`src/rtl/fetch_pkg.sv`:
```
// Shared widths, entry type and helpers for the instruction fetch stage.
// FETCH_STATS_EN (when defined) adds saturating fetch/stall counters to fetch_unit.
package fetch_pkg;
    localparam int FETCH_ADDR_W  = 5;
    localparam int FETCH_INSTR_W = 16;
    localparam int FETCH_DEPTH   = 2;
    localparam int STAT_W        = 16;

    typedef struct packed {
        logic [FETCH_ADDR_W-1:0]  pc;
        logic [FETCH_INSTR_W-1:0] instr;
    } fetch_entry_t;

    function automatic logic [STAT_W-1:0] sat_inc(input logic [STAT_W-1:0] v);
        return (&v) ? v : v + 1'b1;
    endfunction
endpackage

```
`src/rtl/fetch_fifo.sv`:
```
// Small synchronous FIFO of fetch entries; clear empties it in one cycle.
// Output data reads as zero whenever the FIFO is empty.
module fetch_fifo
    import fetch_pkg::*;
#(
    parameter type T     = fetch_entry_t,
    parameter int  DEPTH = FETCH_DEPTH
)(
    input  logic                         clk,
    input  logic                         reset_n,
    input  logic                         i_clr,
    input  logic                         i_push,
    input  T                             i_data,
    input  logic                         i_pop,
    output T                             o_data,
    output logic                         o_valid,
    output logic [$clog2(DEPTH+1)-1:0]   o_count
);
    localparam int PTR_W = $clog2(DEPTH);
    localparam int CNT_W = $clog2(DEPTH + 1);

    T                 r_mem [DEPTH];
    logic [PTR_W-1:0] r_wr_ptr;
    logic [PTR_W-1:0] r_rd_ptr;
    logic [CNT_W-1:0] r_count;

    // DEPTH is a power of two, so the pointers wrap naturally.
    always_ff @(posedge clk or negedge reset_n) begin
        if (!reset_n) begin
            r_wr_ptr <= '0;
            r_rd_ptr <= '0;
            r_count  <= '0;
        end else if (i_clr) begin
            r_wr_ptr <= '0;
            r_rd_ptr <= '0;
            r_count  <= '0;
        end else begin
            if (i_push) r_wr_ptr <= r_wr_ptr + 1'b1;
            if (i_pop)  r_rd_ptr <= r_rd_ptr + 1'b1;
            case ({i_push, i_pop})
                2'b10:   r_count <= r_count + 1'b1;
                2'b01:   r_count <= r_count - 1'b1;
                default: r_count <= r_count;
            endcase
        end
    end

    always_ff @(posedge clk) begin
        if (i_push && !i_clr) r_mem[r_wr_ptr] <= i_data;
    end

    assign o_valid = (r_count != '0);
    assign o_data  = o_valid ? r_mem[r_rd_ptr] : '0;
    assign o_count = r_count;
endmodule

```
`src/rtl/fetch_unit.sv`:
```
// Fetch stage: credit-based PC advance, sync-read imem issue, output FIFO, flush on redirect.
// Define FETCH_STATS_EN to add the fetch_count / stall_count ports.
module fetch_unit
    import fetch_pkg::*;
#(
    parameter int ADDR_W  = FETCH_ADDR_W,
    parameter int INSTR_W = FETCH_INSTR_W,
    parameter int DEPTH   = FETCH_DEPTH
)(
    input  logic               clk,
    input  logic               reset_n,
    input  logic [ADDR_W-1:0]  pc,
    output logic               advance,
    input  logic               halt,
    input  logic               flush,
    output logic               imem_en,
    output logic [ADDR_W-1:0]  imem_addr,
    input  logic [INSTR_W-1:0] imem_rdata,
    output logic               out_valid,
    input  logic               out_ready,
    output logic [INSTR_W-1:0] out_instr,
    output logic [ADDR_W-1:0]  out_pc
`ifdef FETCH_STATS_EN
    ,
    output logic [STAT_W-1:0]  fetch_count,
    output logic [STAT_W-1:0]  stall_count
`endif
);
    localparam int CNT_W = $clog2(DEPTH + 1);

    typedef struct packed {
        logic [ADDR_W-1:0]  pc;
        logic [INSTR_W-1:0] instr;
    } entry_t;

    logic              r_inflight;
    logic [ADDR_W-1:0] r_inflight_pc;

    logic              w_pop;
    logic              w_push;
    logic              w_space;
    logic [CNT_W-1:0]  w_count;
    logic [CNT_W:0]    w_pending;
    entry_t            w_push_entry;
    entry_t            w_head;

    // The in-flight read already owns a FIFO slot, so it counts against space.
    assign w_pop     = out_valid & out_ready & ~flush;
    assign w_pending = {1'b0, w_count} + (CNT_W+1)'(r_inflight) - (CNT_W+1)'(w_pop);
    assign w_space   = (w_pending < (CNT_W+1)'(DEPTH));

    assign advance   = reset_n & (flush | (~halt & w_space));
    assign imem_en   = advance & ~flush;
    assign imem_addr = pc;

    assign w_push       = r_inflight & ~flush;
    assign w_push_entry = '{pc: r_inflight_pc, instr: imem_rdata};

    always_ff @(posedge clk or negedge reset_n) begin
        if (!reset_n) begin
            r_inflight    <= 1'b0;
            r_inflight_pc <= '0;
        end else begin
            r_inflight <= imem_en;
            if (imem_en) r_inflight_pc <= pc;
        end
    end

    fetch_fifo #(
        .T     (entry_t),
        .DEPTH (DEPTH)
    ) u_fifo (
        .clk     (clk),
        .reset_n (reset_n),
        .i_clr   (flush),
        .i_push  (w_push),
        .i_data  (w_push_entry),
        .i_pop   (w_pop),
        .o_data  (w_head),
        .o_valid (out_valid),
        .o_count (w_count)
    );

    assign out_instr = w_head.instr;
    assign out_pc    = w_head.pc;

`ifdef FETCH_STATS_EN
    logic [STAT_W-1:0] r_fetch_count;
    logic [STAT_W-1:0] r_stall_count;

    always_ff @(posedge clk or negedge reset_n) begin
        if (!reset_n) begin
            r_fetch_count <= '0;
            r_stall_count <= '0;
        end else begin
            if (imem_en)                     r_fetch_count <= sat_inc(r_fetch_count);
            if (~halt & ~flush & ~advance)   r_stall_count <= sat_inc(r_stall_count);
        end
    end

    assign fetch_count = r_fetch_count;
    assign stall_count = r_stall_count;
`endif
endmodule
```
`config.mk`:
```
export PLATFORM = sky130hd
export DESIGN_NAME = fetch_unit
export DESIGN_NICKNAME = d
export VERILOG_FILES = /design/src/rtl/fetch_pkg.sv /design/src/rtl/fetch_fifo.sv /design/src/rtl/fetch_unit.sv
export SDC_FILE = /design/constraint.sdc
export NUM_CORES = 1
export LEC_CHECK = 0
export BUFFER_PORTS_ARGS = -buffer_cell sky130_fd_sc_hd__buf_2
export CAP_MARGIN = 25
export CELL_PAD_IN_SITES_DETAIL_PLACEMENT = 0
export CELL_PAD_IN_SITES_GLOBAL_PLACEMENT = 1
export CORE_AREA = 2 2 72 74
export CTS_CLUSTER_DIAMETER = 120
export DETAILED_ROUTE_END_ITERATION = 10
export DIE_AREA = 0 0 74 76
export MAX_ROUTING_LAYER = met4
export PLACE_DENSITY = 0.84
export SYNTH_ARGS = -nofsm -noshare
export SYNTH_HDL_FRONTEND = slang
export SYNTH_HIERARCHICAL = 1
export SYNTH_SLANG_ARGS = --single-unit
```
`constraint.sdc`:
```
create_clock -name clk -period 5.6 [get_ports clk]
set_input_delay 0.56 -clock clk [delete_from_list [all_inputs] [get_ports clk]]
set_output_delay 0.56 -clock clk [all_outputs]
set_load 0.03 [all_outputs]
```
### Word level (Yosys, flattened, before mapping)

Memories as Yosys holds them, arrays and structs flattened.
Index checks and enable logic that the tools add are counted.

* output and inout bits: 29
* input bits: 26
* flip-flop bits (word level): 10
* memory bits (writable): 42
* memories kept: 1
* logic and storage cells: 39

Memories
* u_fifo.r_mem: depth 2, bits a word 21, read ports 1, clocked after Yosys merged registers in 0, write ports 1, line fetch_fifo.sv:22 `T r_mem [DEPTH];`

* equality and inequality tests: 2
* $add $sub $neg: 6
* reductions and logical operators: 6
* $lt $le $gt $ge: 1
* multiplexer cells: 9
* bitwise gates (word level): 9

Operators by type and width (number)
* two-way mux 21 bit: 1
* bitwise AND 1 bit: 6
* two-way mux 1 bit: 6
* nonzero test 2 bit: 3
* one-hot mux 2 bit (2 select lines): 1
* adder 2 x 1 -> 3 bit: 1
* < comparator 3 x 2 -> 1 bit, second input constant: 1
* nonzero test 3 bit: 1
* subtractor 3 x 1 -> 3 bit: 1
* adder 1 bit, second input constant: 2
* adder 2 x 1 -> 2 bit, second input constant: 1
* equality test 2 x 1 -> 1 bit, second input constant: 1
* equality test 2 bit, second input constant: 1
* two-way mux 2 bit: 1
* inverter 1 bit: 2
* subtractor 2 x 1 -> 2 bit, second input constant: 1
* logical AND 1 bit: 1
* logical NOT 1 bit: 1
* bitwise OR 1 bit: 1

### Depth between registers and ports, before layout

Gate-level depths: netlist (run 1).

* depth after elaboration: 9
* mapped depth: 11
* depth with buffers taken out: 10

### Cells and area by module

Netlist (run 1), hierarchy kept.

By module, submodules not included
* fetch_fifo: area an instance 1804.2 µm², sequential area each 1361.3 µm², instances 1, cells each 110
* fetch_unit: area an instance 375.4 µm², sequential area each 150.1 µm², instances 1, cells each 30

### Worst setup path before layout (run 1)

Ideal clock, no wire load.

* path type: reg2out
* start: register u_fifo.r_count[1] (netlist: u_fifo/o_count[1])
* end: output port advance
* required time: 5.040 ns
* buffers on the path: 1
* arrival time: 2.701 ns
* setup slack: 2.339 ns
* stages on the path, launching flop included: 12
* cell sequence: dfrtp_1 -> nor2_1 -> buf_2 -> inv_2 -> nand2_1 -> nor2_1 -> ha_1 -> nand2b_1 -> fa_1 -> xnor2_2 -> a31oi_1 -> nor2b_1

* cells in the longest elaborated chain, start to end: 8
* elaborated cells between the ends (all ways): 9
* those cells by class: add/sub: 2; order compare: 1; bitwise: 5; reduce/logical: 1

Ends and longest elaborated chain
* start: declaration: line fetch_fifo.sv:25 `logic [CNT_W-1:0] r_count;`
* start signal: assignment: line fetch_fifo.sv:41 `2'b10: r_count <= r_count + 1'b1;`
* start signal: assignment: line fetch_fifo.sv:42 `2'b01: r_count <= r_count - 1'b1;`
* start signal: assignment: line fetch_fifo.sv:43 `default: r_count <= r_count;`
* nonzero test 2 bit: line fetch_fifo.sv:52 `assign o_valid = (r_count != '0);`
* named net out_valid: line fetch_unit.sv:19 `output logic out_valid,`
* bitwise AND 1 bit (2 in series): line fetch_unit.sv:48 `assign w_pop = out_valid & out_ready & ~flush;`
* named net w_pop: line fetch_unit.sv:39 `logic w_pop;`
* subtractor 3 x 1 -> 3 bit: line fetch_unit.sv:49 `assign w_pending = {1'b0, w_count} + (CNT_W+1)'(r_inflight) - (CNT_W+1)'(w_pop);`
* < comparator 3 x 2 -> 1 bit: line fetch_unit.sv:50 `assign w_space = (w_pending < (CNT_W+1)'(DEPTH));`
* bitwise AND 1 bit: line fetch_unit.sv:52 `assign advance = reset_n & (flush | (~halt & w_space));`
* bitwise OR 1 bit: line fetch_unit.sv:52
* bitwise AND 1 bit: line fetch_unit.sv:52
* end: declaration: line fetch_unit.sv:13 `output logic advance,`

The timed path passes the listed nets, and every way through them passes these cells.

### Worst setup path after layout (run 1)

* start: register u_fifo.r_count[1] (netlist: u_fifo/o_count[1])
* end: output port imem_en

* cells in the longest elaborated chain, start to end: 9
* elaborated cells between the ends (all ways): 10
* those cells by class: add/sub: 2; order compare: 1; bitwise: 6; reduce/logical: 1

Ends and longest elaborated chain
* nonzero test 2 bit: line fetch_fifo.sv:52
* bitwise AND 1 bit (2 in series): line fetch_unit.sv:48
* named net w_pop: line fetch_unit.sv:39
* subtractor 3 x 1 -> 3 bit: line fetch_unit.sv:49
* < comparator 3 x 2 -> 1 bit: line fetch_unit.sv:50
* bitwise AND 1 bit: line fetch_unit.sv:52
* bitwise OR 1 bit: line fetch_unit.sv:52
* bitwise AND 1 bit: line fetch_unit.sv:52
* bitwise AND 1 bit: line fetch_unit.sv:53 `assign imem_en = advance & ~flush;`
* end: declaration: line fetch_unit.sv:16 `output logic imem_en,`

The timed path passes the listed nets, and every way through them passes these cells.

==> results of run 1 <==
==> cells in the final DEF (no fill, tap or decap) <==
cell       synthesis  final
nor3b_2            1      2
clkinv_2           0      1
nand2_2            1      1
nor3_2             1      1
and3b_1            2      2
nor3_1             1      1
xnor2_2            1      1
nand2b_1           1      1
o21ai_0            1      1
buf_4              5      2
xnor2_1            2      2
inv_1              3      3
buf_2              3     54
ha_1               1      1
edfxtp_1          42     42
fa_1               1      1
dfrtp_1           10     10
xor2_1             1      1
nor2b_1            1      1
mux2i_1           21     21
clkbuf_8           0      5
and4bb_1           1      1
a31oi_1            1      1
and2b_1            1      1
and2_1             1      1
inv_2              1      1
nor2_1            26     26
clkbuf_1           0      1
nand2_1            1      1
buf_16             0      1
mux2_4             5      5
bufinv_16          0      1
nor3b_1            2      1
==> registers in the layout, summed over array words and instances (netlist names) <==
| name | cells |
|---|---|
| u_fifo/r_mem | 42 |
| r_inflight | 1 |
| r_inflight_pc | 5 |
| u_fifo/r_rd_ptr | 1 |
| u_fifo/o_count | 2 |
| u_fifo/r_wr_ptr | 1 |
==> worst paths after layout <==
check / slack, ns / depth (start not counted) / endpoint
max: 2.02 / 12 / imem_en
min: 0.10 / 1 / u_fifo/o_count[0]$_DFFE_PN0P_
max reg2reg: 2.74 / 11 / r_inflight_pc[2]$_DFFE_PN0P_
min reg2reg: 0.48 / 0 / u_fifo/r_mem[1][19]$_DFFE_PP_
max in group asynchronous: 5.28 / 1 / u_fifo/r_wr_ptr$_DFFE_PN0P_
min in group clk: 0.44 / 1 / u_fifo/r_mem[1][11]$_DFFE_PP_
==> report_power, final <==
group | total (mW) | internal [mW] | switching, mW
Sequential | 0.447 | 0.436 | 0.0110
Clock | 0.249 | 0.133 | 0.117
Combinational | 0.0914 | 0.0392 | 0.0522
Total | 0.788 | 0.608 | 0.180
==> Yosys cell counts <==
cell type	instances
o21ai_0	1
xor2_1	1
nand2_1	1
mux2_4	5
nand2b_1	1
nor3_2	1
mux2i_1	21
nor2b_1	1
nor2_1	26
and2b_1	1
buf_6	2
ha_1	1
nor3_1	1
nand2_2	1
buf_2	3
dfrtp_1	10
a31oi_1	1
and3b_1	2
edfxtp_1	42
and2_1	1
nor3b_1	2
buf_4	5
xnor2_1	2
nor3b_2	1
fa_1	1
inv_2	1
inv_1	3
and4bb_1	1
xnor2_2	1
==> through the flow <==
| stage | instance area [um^2] | util [%] | hold slack (ns) | worst slack [ns] |
|---|---|---|---|---|
| after global routing | 2620 | 53.3 | 0.114 | 1.75 |
| after global placement | 2480 | 50.5 | 0.446 | 2.38 |
| after detailed placement | 2510 | 51.1 | 0.445 | 2.33 |
| after floorplan | 2180 | - | 0.264 | 2.34 |
| after CTS | 2620 | 53.3 | 0.113 | 1.99 |
| final | 2620 | 53.3 | 0.105 | 2.02 |
==> cell type report <==
class                           count  area share (%)
Sequential cell                    52            57.7
Tap cell                           70            3.35
Timing Repair Buffer               57            12.0
Clock inverter                      2            1.34
Clock buffer                        6            2.77
Inverter                            4           0.574
Multi-Input combinational cell     74            22.3
==> routing by layer <==
layer	vias up	part of all wire (%)	wire, um	global-route usage, %
li1	602	-	-	-
met1	573	43	1510	16.6
met5	-	0	0	-
met3	5	4.8	169	4.23
met4	0	1.5	53	5.45
met2	35	51	1820	22.1
==> cells by family (layout without fill, tap and decap cells) <==
group | count (synthesis) | count (layout)
flip-flops | 52 | 52
AND/OR/NAND/NOR | 40 | 40
multiplexers | 26 | 26
buffers and inverters | 14 | 69
XOR/XNOR | 4 | 4
adder cells (fa/ha/maj) | 2 | 2
AO/OA/AOI/OAI | 2 | 2
==> impl_results.md, run 1 <==
* Total track usage at 14.0%
* CTS tree: yes
* Fin crit period at 3.58 ns
* Synth warn at 6
* CP Capture Type: primary output
* Critical Path, Cell by Cell: nor2_1 > buf_4 > inv_2 > nand2_1 > nor2_1 > ha_1 > nand2b_1 > fa_1 > and4bb_1 > nand2_2 > inv_1 > buf_2
* Worst min path class: primary input to asynchronous set/reset pin
* Root Driver: clkbuf_8
* Clock latency on the worst-skew pair at 0.30 ns
* WL/cell at 13.4 um
* I/O Pins at 55
* Area contributors post-synth: edfxtp_1, dfrtp_1, mux2i_1, nor2_1, mux2_4
* DR iter-0 viols at 66
* Post-Syn Area at 2180 um^2
* Crit path DAT at 3.02 ns
* Core footprint at 4910 um^2
* LEAKAGE at 1.05 nW
* Largest family of logic cells by synthesized area: multiplexers
* Nets at 222
* Post-synthesis mux area share at 13.1%
* Remaining DRCs at 0
* CTS sink cnt at 52
* Initial Util at 44.4%
* Vias/cell at 4.58
* Fin crit share at 64.0%
* CP max FO at 22
* Drt pass-1 iters at 3
* First-pass GRT wire length at 5580 um
* Die area at 5620 um^2
* Slowest stage delay, CP at 0.51 ns
* Resized cells post-CTS at 0
* GRT overflow at 0
* Crit-path slowest cell: fa_1
* Clk slew on worst S/H paths at 0.09 ns
* CP most frequent cell: nor2_1
* Post-Synth XOR/XNOR Area at 1.95%
* Synth Register Bits at 52
* Yosys top cell area share at 57.9%
* Seq/Total Area, Yosys at 69.3%
* Outcome: finished, final reports clean
* Slew margin rel. at 33.3%
* Vias in the first global route at 1174
* R2r startpoint: u_fifo/o_count[1]$_DFFE_PN0P_
* Cell area power density at 301 nW/um^2
* Die H at 76 um
* Vias at 1215
* Startpoint Class: register
* Finished Layout Cells at 265
* Largest net degree at the start of global routing at 23
* CP delay by family, top: simple AND/OR/NAND/NOR gates
* Row Count at 26
* Storage cell area at 1510 um^2
* Post-CTS setup buffers at 0
* Clock skew at 0.0113 ns
* CTS H-Tree Depth at 2
* Area taken by multi-input logic gates at 583 um^2
* Synth Area in Compound Gates at 0.517%
* Post-synth cell types at 29
* Die width at 74 um
* Final wirelength at 3560 um
* Share of post-route cells with drive strength above 1 at 38.5%
* Initial antenna violation count at 0
* Worst Path Required at 5.04 ns
* IR drop worst, VDD at 0.000114 V
* Setup TNS at 0 ns
* Achievable Freq at 0.279 GHz
* Detailed placer's ending HPWL at 2460 um
* Tot Pwr at 0.788 mW
* Clock tree buffer depth at 2
* Final RePlAce weighted congestion at 0.713
* Layout fillers at 411
* Largest area contributor in the netlist: edfxtp_1
* CTS Hold Bufs at 0
* Hold Vio Cnt, Final at 0
* Adder-Cell Fraction of Synth Area at 1.49%
* RSZ-0062 raised after global routing: no
* Num CTS Buffers at 5
* Syn Nets at 168
* ANT cells at 0
* Critical setup path kind: register to primary output
* Worst slew pin tran at 1.00 ns
* # setup viols final at 0
* Antenna Nets Post-Route at 0
* Critical path origin: u_fifo/o_count[1]$_DFFE_PN0P_
* Max cap viols at 0
* Post-synthesis simple-gate area fraction at 9.47%
* Buffers on Ports at 54
* Synthesized area per cell at 15.6 um^2
* Area Overhead vs Synth at 20.1%
* Slew Limit Fails at 0
* Cells after Synth at 140
* CP bufs+invs at 4
* Inst Count DP at 257
(Power assumes the default switching activity.)
==> run 2, diff against run 1 <==
--- a/config.mk
+++ b/config.mk
@@ -9,12 +9,12 @@
 export CAP_MARGIN = 25
 export CELL_PAD_IN_SITES_DETAIL_PLACEMENT = 0
 export CELL_PAD_IN_SITES_GLOBAL_PLACEMENT = 1
-export CORE_AREA = 2 2 72 74
+export CORE_AREA = 2 2 79 81
 export CTS_CLUSTER_DIAMETER = 120
 export DETAILED_ROUTE_END_ITERATION = 10
-export DIE_AREA = 0 0 74 76
+export DIE_AREA = 0 0 81 83
 export MAX_ROUTING_LAYER = met4
-export PLACE_DENSITY = 0.84
+export PLACE_DENSITY = 0.74
 export SYNTH_ARGS = -nofsm -noshare
 export SYNTH_HDL_FRONTEND = slang
 export SYNTH_HIERARCHICAL = 1
==> constraint.sdc (replaced) <==
create_clock -name clk -period 3.1 [get_ports clk]
set_input_delay 0.31 -clock clk [delete_from_list [all_inputs] [get_ports clk]]
set_output_delay 0.31 -clock clk [all_outputs]
set_load 0.03 [all_outputs]
==> run 2 against run 1 <==
- die area rose by 20%
- combinational power rose by 87%
- register-to-register slack lost 2.1 ns
- global-route usage fell by 2.1 points
- worst setup slack worse by 1.9 ns
- wire length grew 6.1%
- first-iteration DRC count rose by 15%
- cell area up 1.7%
- sequential share of layout area decreased by 0.90 points
- critical path depth is 1 lower
- clock power is 93% higher
- clock skew is essentially flat
- critical path type unchanged
- critical endpoint unchanged
- largest cell class unchanged
- largest power group unchanged
- highest routed layer unchanged
==> impl_results.md, run 2 (same netlist as run 1, synthesis figures left out) <==
* Outcome: finished, final reports clean
* Reg2reg setup slack at 0.62 ns (-2.12 ns)
* Dpl ws at 0.414 ns (-1.91 ns)
* Buffers on Ports at 54 (unchanged)
* Finished Layout Cells at 274 (+3.4%)
* WL/cell at 13.8 um (+2.6%)
* # setup viols final at 0 (unchanged)
* Crit path DAT at 2.64 ns (-0.38 ns)
* Worst min path class: primary input to register
* Vias/cell at 4.50 (-1.9%)
* Final RePlAce weighted congestion at 0.735 (+3.1%)
* I/O Pins at 55 (unchanged)
* LEAKAGE at 1.08 nW (+2.0%)
* Final setup margin at 0.154 ns (-1.86 ns)
* Slew Limit Fails at 0 (unchanged)
* Setup TNS at 0 ns (unchanged)
* Slew margin rel. at 74.7% (+41 points)
* Layout fillers at 562 (+37%)
* DR iter-0 viols at 76 (+15%)
* ANT cells at 0 (unchanged)
* CP Capture Type: primary output
* First-pass GRT wire length at 5820 um (+4.2%)
* Initial Util at 37.5% (-6.9 points)
* Detailed placer's ending HPWL at 2580 um (+4.6%)
* Clock latency on the worst-skew pair at 0.30 ns (about the same)
* CTS tree: yes
* Hold Path Cell Cnt at 1
* Largest net degree at the start of global routing at 22 (-4.3%)
* Fin crit share at 95.0%
* Nets at 226 (+1.8%)
* IR drop worst, VDD at 0.000227 V (+99%)
* Die area at 6720 um^2 (+20%)
* Area Overhead vs Synth at 22.1%
* Hold_sp: imem_rdata[14]
* Num CTS Buffers at 5 (unchanged)
* Hold Vio Cnt, Final at 0 (unchanged)
* Initial antenna violation count at 0 (unchanged)
* Inst Count DP at 264 (+2.7%)
* Reg2Reg Capture Point: r_inflight_pc[1]$_DFFE_PN0P_
* Die width at 81 um (+9.5%)
* CTS H-Tree Depth at 2 (unchanged)
* Slowest stage delay, CP at 0.51 ns (about the same)
* CP delay by family, top: adder cells
* Critical setup path kind: register to primary output
* Startpoint Class: register
* Worst Hold Path EP: u_fifo/r_mem[1][14]$_DFFE_PP_
* Core footprint at 5820 um^2 (+18%)
* Die H at 83 um (+9.2%)
* Root Driver: clkbuf_8
* Vias in the first global route at 1214 (+3.4%)
* Critical path origin: u_fifo/o_count[0]$_DFFE_PN0P_
* Vias at 1232 (+1.4%)
* Drt pass-1 iters at 4 (+1)
* CP bufs+invs at 3 (-1)
* CP max FO at 6 (-73%)
* Critical Path, Cell by Cell: nor2_2 > inv_2 > nand2_1 > nor2_1 > ha_1 > nand2b_1 > fa_1 > and4bb_1 > nand2_4 > inv_1 > clkbuf_4
* Remaining DRCs at 0 (unchanged)
* Final wirelength at 3770 um (+6.1%)
* Row Count at 28 (+7.7%)
* GRT overflow at 0 (unchanged)
* Top reg by flops: u_fifo/r_mem
* Clk slew on worst S/H paths at 0.10 ns (about the same)
* CTS sink cnt at 52 (unchanged)
* Crit-path slowest cell: fa_1
* R2r startpoint: u_fifo/o_count[0]$_DFFE_PN0P_
* Clock skew at 0.0111 ns (-0.000119 ns)
* Antenna Nets Post-Route at 0 (unchanged)
* Achievable Freq at 0.339 GHz
* R2R cell count at 10 (-1)
* Clock tree buffer depth at 2 (unchanged)
* Commonest non-fill, non-tap cell in the layout: buf_2
* Share of post-route cells with drive strength above 1 at 40.7% (+2.2 points)
* Fin crit period at 2.95 ns
* Max reg flops at 42 (unchanged)
* Worst Path Required at 2.79 ns (-2.25 ns)
* Cell area power density at 548 nW/um^2 (+82%)
* Total track usage at 11.9% (-2.1 points)
* Max cap viols at 0 (unchanged)
* Most frequent cells in the layout: buf_2, edfxtp_1, nor2_1
* Worst slew pin tran at 0.380 ns (-0.621 ns)
run 2: area by class of cell:
cell class,instances,area (um^2),area share [%]
Sequential cell,52,1510,56.8
Clock buffer,6,82.6,3.10
Clock inverter,2,38.8,1.46
Timing Repair Buffer,61,328,12.3
Multi-Input combinational cell,74,591,22.2
Inverter,4,15.0,0.564
Tap cell,75,93.8,3.53
run 2: worst max path at each step:
stage,end,slack (ns),cells past startpoint
CTS,imem_en,0.07,11
detailed placement,imem_en,0.41,11
global route,imem_en,-0.02,11
finish,imem_en,0.15,11
floorplan,advance,0.09,11
global placement,imem_en,0.50,11
run 2: routing by layer:
layer  share of wire, %  GRT usage (%)
met5                  0              -
met4                1.7           4.62
met3                4.2           2.61
met2                 53           19.9
met1                 41           13.7
run 2: per-stage QoR:
step           hold WS, ns  cell area [um^2]  power [mW]  util (%)
3_5_place_dp         0.198              2510       0.994      43.2
3_3_place_gp         0.196              2510       0.988      43.2
4_1_cts              0.185              2650        1.47      45.5
6_report             0.193              2660        1.46      45.8
2_1_floorplan       0.0144              2180       0.936         -
5_1_grt              0.171              2660        1.52      45.8
run 2: timing repair:
| item | 4_1_cts | 5_1_grt |
|---|---|---|
| resized for setup | 0 | 3 |
| endpoints found under the hold margin | 10 | 0 |
| endpoints found under the setup margin | 0 | 1 |
| setup buffers | 0 | 1 |
| hold buffers | 1 | 0 |
run 2: power breakdown:
group	switching [mW]	total (mW)	internal (mW)
Combinational	0.0989	0.171	0.0720
Clock	0.216	0.480	0.264
Sequential	0.0180	0.807	0.789
Total	0.333	1.46	1.12
run 2: worst reg2reg max path: cells and delay by family (launching register included):
family / cells / cell delay, ns
buf+inv: 1 / 0.05
fa+ha+maj: 2 / 0.79
mux: 1 / 0.31
simple gates: 6 / 0.78
flops: 1 / 0.44
